**config.mk**
```make
export PLATFORM = sky130hd
export DESIGN_NAME = pipe_hazard_unit
export DESIGN_NICKNAME = d
export VERILOG_FILES = /design/src/rtl/pipe_pkg.sv /design/src/rtl/pipe_fwd_mux.sv /design/src/rtl/pipe_hazard_unit.sv
export SDC_FILE = /design/constraint.sdc
export NUM_CORES = 1
export LEC_CHECK = 0
export ABC_AREA = 1
export CORE_AREA = 2 2 112 114
export CTS_CLUSTER_DIAMETER = 80
export DETAILED_ROUTE_END_ITERATION = 6
export DIE_AREA = 0 0 114 116
export MAX_ROUTING_LAYER = met4
export PLACE_DENSITY = 0.7
export REMOVE_ABC_BUFFERS = 1
export SYNTH_ARGS = -nofsm -noshare
export SYNTH_HDL_FRONTEND = slang
export SYNTH_SLANG_ARGS = --single-unit
```
**constraint.sdc**
```tcl
create_clock -name clk -period 3.6 [get_ports clk]
set_input_delay 0.72 -clock clk [delete_from_list [all_inputs] [get_ports clk]]
set_output_delay 0.72 -clock clk [all_outputs]
set_load 0.05 [all_outputs]
```
**src/rtl/pipe_pkg.sv**
```systemverilog
// pipe_pkg: shared forwarding-select and hazard-control types for the pipeline
package pipe_pkg;
    localparam int REG_ZERO = 0;
    typedef enum logic [1:0] {FWD_RF, FWD_EXMEM, FWD_MEMWB} fwd_sel_t;
    typedef struct packed {
        logic if_id_flush;
        logic id_ex_flush;
        logic pc_write;
        logic if_id_write;
    } hz_ctrl_t;
    localparam hz_ctrl_t CTRL_BRANCH  = 4'b1111;
    localparam hz_ctrl_t CTRL_STALL   = 4'b0100;
    localparam hz_ctrl_t CTRL_JUMP    = 4'b1011;
    localparam hz_ctrl_t CTRL_DEFAULT = 4'b0011;
endpackage

```
**src/rtl/pipe_fwd_mux.sv**
```systemverilog
// pipe_fwd_mux: one ALU operand, EX/MEM over MEM/WB over register file
module pipe_fwd_mux import pipe_pkg::*; #(
    parameter int DW = 32,
    parameter int AW = 5
) (
    input  logic [AW-1:0] src,
    input  logic          ex_mem_wr,
    input  logic [AW-1:0] ex_mem_addr,
    input  logic [DW-1:0] ex_mem_data,
    input  logic          mem_wb_wr,
    input  logic [AW-1:0] mem_wb_addr,
    input  logic [DW-1:0] mem_wb_data,
    input  logic [DW-1:0] rf,
    output logic [DW-1:0] data
);
    fwd_sel_t sel;
    always_comb begin
        sel = (ex_mem_wr && ex_mem_addr != AW'(REG_ZERO) && ex_mem_addr == src) ? FWD_EXMEM :
              (mem_wb_wr && mem_wb_addr != AW'(REG_ZERO) && mem_wb_addr == src) ? FWD_MEMWB : FWD_RF;
        data = sel == FWD_EXMEM ? ex_mem_data : sel == FWD_MEMWB ? mem_wb_data : rf;
    end
endmodule

```
**src/rtl/pipe_hazard_unit.sv**
```systemverilog
// pipe_hazard_unit: operand forwarding, stall/flush control, mul/div busy tracking and stall counting
module pipe_hazard_unit import pipe_pkg::*; #(
    parameter int DW     = 32,
    parameter int AW     = 5,
    parameter int MD_LAT = 4,
    parameter int CNT_W  = 16
) (
    input  logic             clk,
    input  logic             reset,
    input  logic             ex_mem_wr,
    input  logic [AW-1:0]    ex_mem_addr,
    input  logic [DW-1:0]    ex_mem_data,
    input  logic             mem_wb_wr,
    input  logic [AW-1:0]    mem_wb_addr,
    input  logic [DW-1:0]    mem_wb_data,
    input  logic [AW-1:0]    id_ex_rs,
    input  logic [AW-1:0]    id_ex_rt,
    input  logic [DW-1:0]    rf_a,
    input  logic [DW-1:0]    rf_b,
    output logic [DW-1:0]    data_a,
    output logic [DW-1:0]    data_b,
    input  logic             id_ex_mem_read,
    input  logic [AW-1:0]    if_id_rs,
    input  logic [AW-1:0]    if_id_rt,
    input  logic             if_id_uses_rt,
    input  logic             if_id_md_op,
    input  logic             md_start,
    input  logic             branch_taken,
    input  logic             jump,
    output logic             if_id_flush,
    output logic             id_ex_flush,
    output logic             pc_write,
    output logic             if_id_write,
    output logic             md_busy,
    output logic [CNT_W-1:0] stall_cnt
);
    localparam int MW = $clog2(MD_LAT + 1);
    logic [MW-1:0] md_cnt;
    logic load_use, md_hazard;
    hz_ctrl_t ctrl;
    pipe_fwd_mux #(.DW(DW), .AW(AW)) u_fwd_a (
        .src(id_ex_rs), .ex_mem_wr(ex_mem_wr), .ex_mem_addr(ex_mem_addr), .ex_mem_data(ex_mem_data),
        .mem_wb_wr(mem_wb_wr), .mem_wb_addr(mem_wb_addr), .mem_wb_data(mem_wb_data), .rf(rf_a), .data(data_a)
    );
    pipe_fwd_mux #(.DW(DW), .AW(AW)) u_fwd_b (
        .src(id_ex_rt), .ex_mem_wr(ex_mem_wr), .ex_mem_addr(ex_mem_addr), .ex_mem_data(ex_mem_data),
        .mem_wb_wr(mem_wb_wr), .mem_wb_addr(mem_wb_addr), .mem_wb_data(mem_wb_data), .rf(rf_b), .data(data_b)
    );
    always_comb begin
        load_use = id_ex_mem_read && id_ex_rt != AW'(REG_ZERO) &&
                   (id_ex_rt == if_id_rs || (if_id_uses_rt && id_ex_rt == if_id_rt));
        md_hazard = if_id_md_op && (md_busy || md_start);
        ctrl = reset ? CTRL_DEFAULT : branch_taken ? CTRL_BRANCH :
               (load_use || md_hazard) ? CTRL_STALL : jump ? CTRL_JUMP : CTRL_DEFAULT;
    end
    assign md_busy     = md_cnt != '0;
    assign if_id_flush = ctrl.if_id_flush;
    assign id_ex_flush = ctrl.id_ex_flush;
    assign pc_write    = ctrl.pc_write;
    assign if_id_write = ctrl.if_id_write;
    // a start while already busy simply restarts the full latency window
    always_ff @(posedge clk or posedge reset) begin
        if (reset) md_cnt <= '0;
        else if (md_start) md_cnt <= MW'(MD_LAT);
        else if (md_busy) md_cnt <= md_cnt - MW'(1);
    end
    always_ff @(posedge clk or posedge reset) begin
        if (reset) stall_cnt <= '0;
        else if (!ctrl.pc_write && stall_cnt != '1) stall_cnt <= stall_cnt + CNT_W'(1);
    end
endmodule

```
==> impl_metrics.json <==
{
  "status": "finished, final reports clean",
  "p_sw_frac": 0.448,
  "ys_warn_count": 0,
  "finalHoldViolCount": 0,
  "syn_area_um2": 3530,
  "post-cts-setup-buffers": 0,
  "fin_crit_sh": 0.952,
  "synth_area_leaders": "nand2_1 (19%), dfrtp_1 (13%), nand3_1 (13%), nor2_1 (12%), inv_1 (9.2%)",
  "clkSlewWorstSetupHoldPaths_ps": 60,
  "met3_usage": 0.0262,
  "post-route-min-period_ps": 3430,
  "grt_pass1_wl_mm": 25.6,
  "gr-usage-met1": 0.313,
  "routabilityCongestion": 0.930,
  "grt_max_degree": 50,
  "design.die.area_um2": 13200,
  "dieHeight_um": 116,
  "rows": 40,
  "post_cts_resized": 0,
  "grtUsageMet2": 0.417,
  "fill_cells": 1154,
  "synth_edf_count": 0,
  "p_leak_nw": 3.39,
  "stdcell_area_um2": 6800,
  "synth_top_area_share": 0.192,
  "drv_cap": 0,
  "drcViolationCount": 0,
  "hpwlAfterDp_mm": 13.4,
  "cts_tree": "done",
  "via_per_inst": 4.86,
  "grt.overflow.total": 0,
  "yosysMostFrequentCell": "nand2_1",
  "cts_buffer_depth": 2,
  "seq_power_share": 0.172,
  "syn_avg_cell_area_um2": 5.30,
  "yosysSeqAreaShare": 0.135,
  "routedWlPerCell_um": 15.6,
  "setup_viol": 0,
  "worst_setup_path_start_kind": "input port",
  "numCtsBuffers": 3,
  "critPathArrivalTime_ps": 2710,
  "p_switching_mw": 0.727,
  "synth_cell_types": 26,
  "min-delay-start": "stall_cnt[15]",
  "required_ps": 2880,
  "ir_drop_mv": 0.356,
  "port_buffers": 252,
  "synthFlopType": "dfrtp_1",
  "rr_startpoint": "stall_cnt[0]",
  "internal-power_mw": 0.896,
  "hp-class": "reg -> reg",
  "critPathLaunch": "id_ex_rt[0]",
  "clkLatencyLatePin_ps": 250,
  "wl_mm": 16.5,
  "ys_ff_latch": 19,
  "clock_power_share": 0.142,
  "dr.pass1.iters": 6,
  "antenna_found_initial": 7,
  "drtAntennaViolNets": 0,
  "place_area_um2": 6700,
  "die_x_um": 114,
  "crit_type": "in -> out",
  "fmax_mhz": 292,
  "skew_ps": 3.68,
  "grt_pass1_vias": 4742,
  "root_buffer": "clkbuf_16",
  "clock_sinks": 19,
  "relSlewSlack": 0.572,
  "core_region_area_um2": 11900,
  "critPathCaptureType": "output pin",
  "finalNetCount": 1078,
  "syn-instance-count": 666,
  "ios": 253,
  "drive_gt1_frac": 0.115,
  "p_comb_frac": 0.686,
  "track_usage": 0.248,
  "finalSetupTns_ps": 0,
  "start_util": 0.297,
  "busiest_layer": "met2",
  "synthArstFlopShare": 1.00,
  "tightest_slew_ps": 640,
  "synth_top_cells_by_count": "nand2_1 (181), nor2_1 (113), nand3_1 (90), inv_1 (87), a21boi_0 (25)",
  "post-route-util": 0.571,
  "htreeDepth": 1,
  "rsz0062_at_grt": "false",
  "power_density_nw_per_um2": 239,
  "synth.largest_area_cell": "nand2_1",
  "area_growth_pct": 92.6,
  "hold_buffers": 0,
  "vias": 5149,
  "drt_iter0_markers": 398,
  "slew_viol_final": 0,
  "critPathMaxFanout": 17
}
## worst paths after layout
kind | to | slack, ps | cells after the start
max in group asynchronous | stall_cnt[5] | 2520 | 3
max | data_b[23] | 170 | 9
min | stall_cnt[15] | 520 | 2
min reg2reg | stall_cnt[15] | 520 | 2
min in group asynchronous | stall_cnt[1] | 870 | 3
max reg2reg | stall_cnt[15] | 1350 | 8
## cells in the final DEF (no fill, tap or decap), drive strengths merged
| cell | count |
|---|---|
| a211oi | 1 |
| o21ai | 36 |
| clkinv | 1 |
| nor2 | 113 |
| nand3b | 4 |
| inv | 87 |
| ha | 3 |
| dfrtp | 19 |
| clkbuf | 3 |
| xor2 | 18 |
| nand3 | 91 |
| nand4 | 21 |
| clkdlybuf4s50 | 184 |
| nor3 | 11 |
| buf | 90 |
| nand2 | 183 |
| xnor2 | 11 |
| o22ai | 3 |
| a21oi | 2 |
| a21boi | 25 |
| diode | 7 |
## power by group through the flow
| stage | combinational [mW] | sequential [mW] | clock [mW] |
|---|---|---|---|
| after global placement | 1.11 | 0.281 | 0 |
| final | 1.11 | 0.279 | 0.231 |
| after CTS | 1.12 | 0.279 | 0.234 |
| after floorplan | 0.488 | 0.340 | 0 |
| after global routing | 1.19 | 0.286 | 0.245 |
| after detailed placement | 1.11 | 0.282 | 0 |
## state kept, by name (all words and copies together), names as in the netlist
register and flops:
stall_cnt 16, md_cnt 3
## critical path, cell delays in order
cell	delay, ps
clkdlybuf4s50_1	540
xor2_1	240
nor3_4	270
nand2_4	170
buf_4	240
nand2_1	70
nand2_1	50
o21ai_1	220
buf_12	170
## per-stage QoR
stage | hold slack, ps | cells | total power, mW | setup WS, ps
6_report | 515 | 1060 | 1.62 | 173
5_1_grt | 534 | 1060 | 1.72 | 12.0
4_1_cts | 519 | 1053 | 1.63 | 170
3_5_place_dp | 506 | 1049 | 1.39 | 171
3_3_place_gp | 486 | 1049 | 1.39 | 219
2_1_floorplan | 533 | 628 | 0.829 | -700
## per-layer routing
metal,wire [µm],vias to the layer above
li1,-,2609
met1,6990,2295
met2,8100,225
met3,1080,20
met4,348,0
met5,0,-
## area by class of cell
type	instances	area, µm²	share of cell area
Tap cell	147	184	0.0270
Timing Repair Buffer	274	3180	0.467
Clock buffer	3	75.1	0.0110
Antenna cell	7	17.5	0.00257
Inverter	87	327	0.0480
Sequential cell	19	475	0.0699
Multi-Input combinational cell	522	2540	0.373
Clock inverter	1	5.00	0.000736
## logic make-up after synthesis
logic type      after synthesis  share of synthesized area
compound gates               67                      0.114
buf+inv                     125                      0.150
xor+xnor                     29                     0.0719
flops                        19                      0.135
simple gates                423                      0.518
fa+ha+maj                     3                     0.0106
Note: power is estimated with default switching activity, not from simulation.
